--- config.mk ---
export PLATFORM = sky130hd
export DESIGN_NAME = lifo_frame_reverser
export DESIGN_NICKNAME = d
export VERILOG_FILES = /design/src/rtl/lifo_frame_reverser.sv
export SDC_FILE = /design/constraint.sdc
export NUM_CORES = 1
export LEC_CHECK = 0
export BUFFER_PORTS_ARGS = -buffer_cell sky130_fd_sc_hd__buf_4
export CORE_ASPECT_RATIO = 1.4
export CORE_MARGIN = 3
export CORE_UTILIZATION = 45
export CTS_CLUSTER_DIAMETER = 60
export DETAILED_ROUTE_END_ITERATION = 16
export PLACE_DENSITY = 0.74
export RECOVER_POWER = 50
export SLEW_MARGIN = 20
export SYNTH_ARGS = -nofsm -noshare
export SYNTH_HDL_FRONTEND = slang
export SYNTH_SLANG_ARGS = --single-unit
--- constraint.sdc ---
create_clock -name clk -period 2.7 [get_ports clk]
set_clock_uncertainty 0.2 [all_clocks]
set_input_delay 0.405 -clock clk [delete_from_list [all_inputs] [get_ports clk]]
set_output_delay 0.405 -clock clk [all_outputs]
set_load 0.05 [all_outputs]
--- src/rtl/lifo_frame_reverser.sv ---
// Frame reverser in front of a fixed-latency LIFO stack.
// Ports: s_* input stream, m_* output stream, lifo_* stack strobes/data,
//        frame_err oversize pulse, busy while a frame is held or draining.
module lifo_frame_reverser #(
  parameter int WIDTH   = 16,
  parameter int DEPTH   = 16,
  parameter int POP_LAT = 1
) (
  input  logic             clk,
  input  logic             rst,
  input  logic             s_valid,
  output logic             s_ready,
  input  logic [WIDTH-1:0] s_data,
  input  logic             s_last,
  output logic             m_valid,
  input  logic             m_ready,
  output logic [WIDTH-1:0] m_data,
  output logic             m_last,
  output logic             lifo_push,
  output logic             lifo_pop,
  output logic [WIDTH-1:0] lifo_din,
  input  logic [WIDTH-1:0] lifo_dout,
  output logic             frame_err,
  output logic             busy
);

  localparam int CW  = $clog2(DEPTH + 1);
  localparam int BUF = POP_LAT + 2;
  localparam int PW  = $clog2(BUF);
  localparam int OW  = $clog2(BUF + 1);
  localparam int UW  = OW + 1;

  typedef enum logic [1:0] {
    FILL,
    DISCARD,
    DRAIN
  } state_t;

  state_t             state;
  logic [CW-1:0]      cnt;
  logic [POP_LAT-1:0] fl_v;
  logic [POP_LAT-1:0] fl_last;
  logic [WIDTH-1:0]   mem [BUF];
  logic [BUF-1:0]     mem_last;
  logic [PW-1:0]      wptr;
  logic [PW-1:0]      rptr;
  logic [OW-1:0]      occ;
  logic [OW-1:0]      inflight;
  logic [UW-1:0]      used;
  logic               accept;
  logic               sample;
  logic               deq;

  function automatic logic [PW-1:0] inc(
    input logic [PW-1:0] p
  );
    return (p == PW'(BUF - 1)) ? '0 : p + 1'b1;
  endfunction

  always_comb begin
    inflight = '0;
    for (int i = 0; i < POP_LAT; i++)
      inflight = inflight + OW'(fl_v[i]);
  end

  // Credits cover words still inside the stack
  // pipeline plus words parked in the buffer.
  assign used = UW'(inflight) + UW'(occ);

  // Combinational strobes are gated by rst so the
  // reset cycle itself shows idle outputs.
  assign s_ready = !rst && (state != DRAIN);
  assign accept  = s_valid && s_ready;

  assign lifo_push = accept && (state == FILL)
                  && (cnt < CW'(DEPTH));
  assign frame_err = accept && (state == FILL)
                  && (cnt == CW'(DEPTH));
  assign lifo_din  = lifo_push ? s_data : '0;

  assign lifo_pop = !rst && (state == DRAIN)
                 && (cnt != '0)
                 && (used < UW'(BUF));

  assign sample  = fl_v[POP_LAT-1];
  assign m_valid = !rst && (occ != '0);
  assign m_data  = m_valid ? mem[rptr] : '0;
  assign m_last  = m_valid && mem_last[rptr];
  assign deq     = m_valid && m_ready;
  assign busy    = !rst
                && ((state != FILL) || (cnt != '0));

  always_ff @(posedge clk) begin
    if (rst) begin
      state    <= FILL;
      cnt      <= '0;
      fl_v     <= '0;
      fl_last  <= '0;
      wptr     <= '0;
      rptr     <= '0;
      occ      <= '0;
      mem_last <= '0;
      for (int i = 0; i < BUF; i++)
        mem[i] <= '0;
    end else begin
      fl_v    <= (fl_v << 1)
               | POP_LAT'(lifo_pop);
      // Final pop of the frame carries the first
      // input word, which closes the output frame.
      fl_last <= (fl_last << 1)
               | POP_LAT'(lifo_pop
                          && (cnt == CW'(1)));

      if (sample) begin
        mem[wptr]      <= lifo_dout;
        mem_last[wptr] <= fl_last[POP_LAT-1];
        wptr           <= inc(wptr);
      end
      if (deq)
        rptr <= inc(rptr);

      unique case ({sample, deq})
        2'b10:   occ <= occ + OW'(1);
        2'b01:   occ <= occ - OW'(1);
        default: occ <= occ;
      endcase

      if (lifo_push)
        cnt <= cnt + CW'(1);
      else if (lifo_pop)
        cnt <= cnt - CW'(1);

      unique case (state)
        FILL: begin
          if (accept) begin
            if (s_last)
              state <= DRAIN;
            else if (cnt == CW'(DEPTH))
              state <= DISCARD;
          end
        end
        DISCARD: begin
          if (accept && s_last)
            state <= DRAIN;
        end
        DRAIN: begin
          // The tagged word is the final pop, so the
          // stack and pipeline are empty once it leaves.
          if (deq && m_last)
            state <= FILL;
        end
        default: state <= FILL;
      endcase
    end
  end

endmodule

==> run summary <==
* 96.7% — fraction of the cycle the final worst path needs
* 0.06 ns — clock-pin slew on the worst setup and hold paths
* 2721 — number of global-route vias before repair
* 27 — maximum number of pins on one net before global-route repair
* 39 — Row Count
* 2562 — Vias
* simple AND/OR/NAND/NOR gates — category of cells accounting for the largest share of critical-path delay
* flip-flop — nature of the critical path startpoint
* 1 — count of buffering cells on the critical path with inverters included
* no — unrepaired setup endpoints after global routing
* 8.3% — Logic pwr share
* 618 mW/mm^2 — Pwr per Cell Area
* sky130_fd_sc_hd__edfxtp_1 — dominant cell type by area after synthesis
* 0.808 — last weighted congestion value of the routability-driven placer
* 84 — number of register bits inferred by synthesis
* 0 — post-CTS setup repair buffer count
* ha_1 > ha_1 > or4b_4 > a211oi_4 > buf_6 — crit-path cells
* 28.0% — fraction of layout instances using a drive strength above 1
* sky130_fd_sc_hd__edfxtp_1, sky130_fd_sc_hd__and2_1, sky130_fd_sc_hd__dfxtp_1 — cells taking the most area after synthesis
* 76 — io pins
* 2.10 ns — worst endpoint required time
* 9 — Inserted Clock Buffers
* 0 — remaining antenna violation count
* sky130_fd_sc_hd__or4b_4 — cell at the slowest stage of the critical path
* 5 — crit path max fanout
* 3 — Clock H-tree levels
* 0.362 ns — worst slack at placement
* 60.1% — part of the Yosys area used for sequential elements
* 416 uV — Peak supply drop
* 0.53 ns — CP peak stage delay
* 0.00825 sq mm — Floorplan Core Area
* 2.61 ns — time the final worst path needs with I/O delays and setup
* 648 uW — net switching component of the power
* sky130_fd_sc_hd__ha_1 — most used cell along the critical path
* 0 — Final Hold Fails
* 0 — Remaining DRCs
* 24.8% — area added between synthesis and finish
* finished clean — status
* 40 — synth unique cells
* 1.40 ns — slew at the pin closest to its max-slew limit
* 0 ns — accumulated negative setup slack
* yes — clock tree from TritonCTS
* 84 — Clock Sinks
* 7700 um — sum of routed wire length over all layers
* 4 — DR pass1 iterations
* 116 um — Die Span Y
* 84.3 um — Chip Width
* 49.7% — area share of the largest cell type after synthesis
* input pin to flip-flop — classification of the worst-slack hold path
* 0.00190 uW — leakage power total
* 16.1 um — average wire per standard cell
* 0.00387 sq mm — summed instance area of the synthesized netlist
* 21.7% — Switching Fraction
* 333 — synthesized netlist net count
* 64 — number of enable flip-flop cells after synthesis
* 13.3 sq um — Post-Syn Area per Cell
* 0 — Remaining Overflow, GRT
* 0.33 ns — Worst-Skew Late Latency
* 174 — iteration-0 DRC count of the detailed router
* 0 — number of antenna cells inserted
* 12900 um — global-route wire length before repair
* 0 — total of endpoints with negative setup slack in the final report
* 5290 um — DP Wirelength
* 0.00976 sq mm — area of the die
* 0.0903 ns — least setup slack across all paths after layout
* 0 — number of warnings printed during yosys synthesis
* 5.37 — via density per instance
* flip-flop to output pin — critical path type
* sky130_fd_sc_hd__edfxtp_1 — Main synth FF type
* 6.54% — relative max-transition margin
* output pin — endpoint kind of the worst setup timing path
* 0% — proportion of synthesized flip-flops having asynchronous set or reset
* 43.5% — part of the total power dissipated in the clock network
* sky130_fd_sc_hd__clkbuf_16 — root buf cell
* 48.2% — Reg power frac
* 413 — final net count
* 46.9% — Initial Util
* 0 — number of pins exceeding their max-slew limit in the final report
* 2 — buffer depth of the longest clock path
* 2330 uW — internal power contribution
* 75 — count of buffers from port buffering
* 17.1% — aggregate global-route resource usage
* 2.00 ns — Critical Path AT
* 383 MHz — fmax
* 0 — Max Cap Viol
* 290 — cell count after synthesis
* 0 — number of antenna violations at the first check in global routing
## cell families after synthesis
logic type	count (synthesis)	synth area share (%)
fa+ha+maj	6	1.94
flops	84	60.1
simple gates	126	19.5
xor+xnor	2	0.453
buf+inv	25	2.49
mux	20	10.4
compound gates	27	5.18
## per-layer routing
layer / GRT usage [%] / part of all wire, % / vias up / wire [um]
met4: 7.92 / 2.3 / 0 / 179
met3: 4.05 / 6.2 / 15 / 477
met5: 0 / 0 / - / 0
li1: - / - / 1217 / -
met1: 19.5 / 38 / 1238 / 2940
met2: 30.4 / 53 / 92 / 4100
## what timing repair did
action / in CTS / in global routing
hold buffers: 0 / 0
gates resized for setup: 1 / 1
endpoints found under the hold margin: 0 / 0
setup endpoints to repair: 1 / 2
pin swaps: 0 / 1
## cells in the final DEF, fill, tap and decap left out, types with 2 or more instances in the layout
cell                         n
sky130_fd_sc_hd__nor2_1     11
sky130_fd_sc_hd__nor3_1      9
sky130_fd_sc_hd__inv_1      10
sky130_fd_sc_hd__or3_1       2
sky130_fd_sc_hd__and2_1     47
sky130_fd_sc_hd__edfxtp_1   64
sky130_fd_sc_hd__mux2i_1     3
sky130_fd_sc_hd__nor3_2      2
sky130_fd_sc_hd__dfxtp_1    20
sky130_fd_sc_hd__nand2b_1    3
sky130_fd_sc_hd__clkbuf_16   9
sky130_fd_sc_hd__and2_0     19
sky130_fd_sc_hd__nand2_1     6
sky130_fd_sc_hd__inv_6       2
sky130_fd_sc_hd__and3_1     18
sky130_fd_sc_hd__buf_4      63
sky130_fd_sc_hd__o21a_1      2
sky130_fd_sc_hd__clkbuf_1   20
sky130_fd_sc_hd__ha_1        6
sky130_fd_sc_hd__mux4_2     16
sky130_fd_sc_hd__o21bai_1    2
sky130_fd_sc_hd__o21ai_0     5
sky130_fd_sc_hd__a21oi_1     9
sky130_fd_sc_hd__bufinv_16   2
## final timing paths
path | startpoint | to | slack [ns] | depth (start not counted)
setup reg to reg | fl_v | mem[1][10] | 0.44 | 3
hold / removal | lifo_dout[9] | mem[3][9] | 0.11 | 1
hold reg to reg | mem_last[1] | mem_last[1] | 0.28 | 2
setup / recovery | occ[0] | lifo_pop | 0.09 | 5
## cells in the mapped netlist, types with 3 or more instances
cell type	instances
sky130_fd_sc_hd__dfxtp_1	20
sky130_fd_sc_hd__mux2i_1	3
sky130_fd_sc_hd__o21ai_0	5
sky130_fd_sc_hd__inv_1	10
sky130_fd_sc_hd__nor2_1	12
sky130_fd_sc_hd__edfxtp_1	64
sky130_fd_sc_hd__clkbuf_1	13
sky130_fd_sc_hd__nand2b_1	3
sky130_fd_sc_hd__mux4_2	16
sky130_fd_sc_hd__nand2_1	6
sky130_fd_sc_hd__ha_1	6
sky130_fd_sc_hd__nor3_1	10
sky130_fd_sc_hd__and3_1	18
sky130_fd_sc_hd__a21oi_1	9
sky130_fd_sc_hd__and2_1	65
## stage by stage
stage / utilization (%) / power [uW] / cells / instance area, sq um / hold WS [ns]
5_1_grt: 58.5 / 3080 / 477 / 4820 / 0.127
2_1_floorplan: - / 1620 / 290 / 3870 / 0.244
6_report: 58.5 / 2980 / 477 / 4820 / 0.108
4_1_cts: 59.3 / 3010 / 477 / 4890 / 0.0560
3_5_place_dp: 55.4 / 1720 / 461 / 4570 / 0.261
3_3_place_gp: 55.4 / 1720 / 461 / 4570 / 0.263
## layout make-up
cell class,instances,area (sq um)
multi-input combinational,181,1460
inverter,10,37.5
clock inverter,7,97.6
tap,102,128
clock buffer,9,225
fill,643,3420
sequential,84,2320
timing repair buffer,84,559
## sequential cells by signal, summed over array words and instances (netlist names), named ones only
register,flops
wptr,2
mem_last,3
occ,2
fl_v,1
cnt,5
fl_last,1
mem,64
rptr,2
state,2
## power by group through the flow
stage / clock (uW) / combinational (uW) / sequential, uW
CTS: 1310 / 260 / 1440
global placement: 0 / 255 / 1460
global route: 1370 / 268 / 1440
floorplan: 0 / 159 / 1460
detailed placement: 0 / 260 / 1470
finish: 1300 / 247 / 1440
Note: power is estimated with default switching activity, not from simulation.
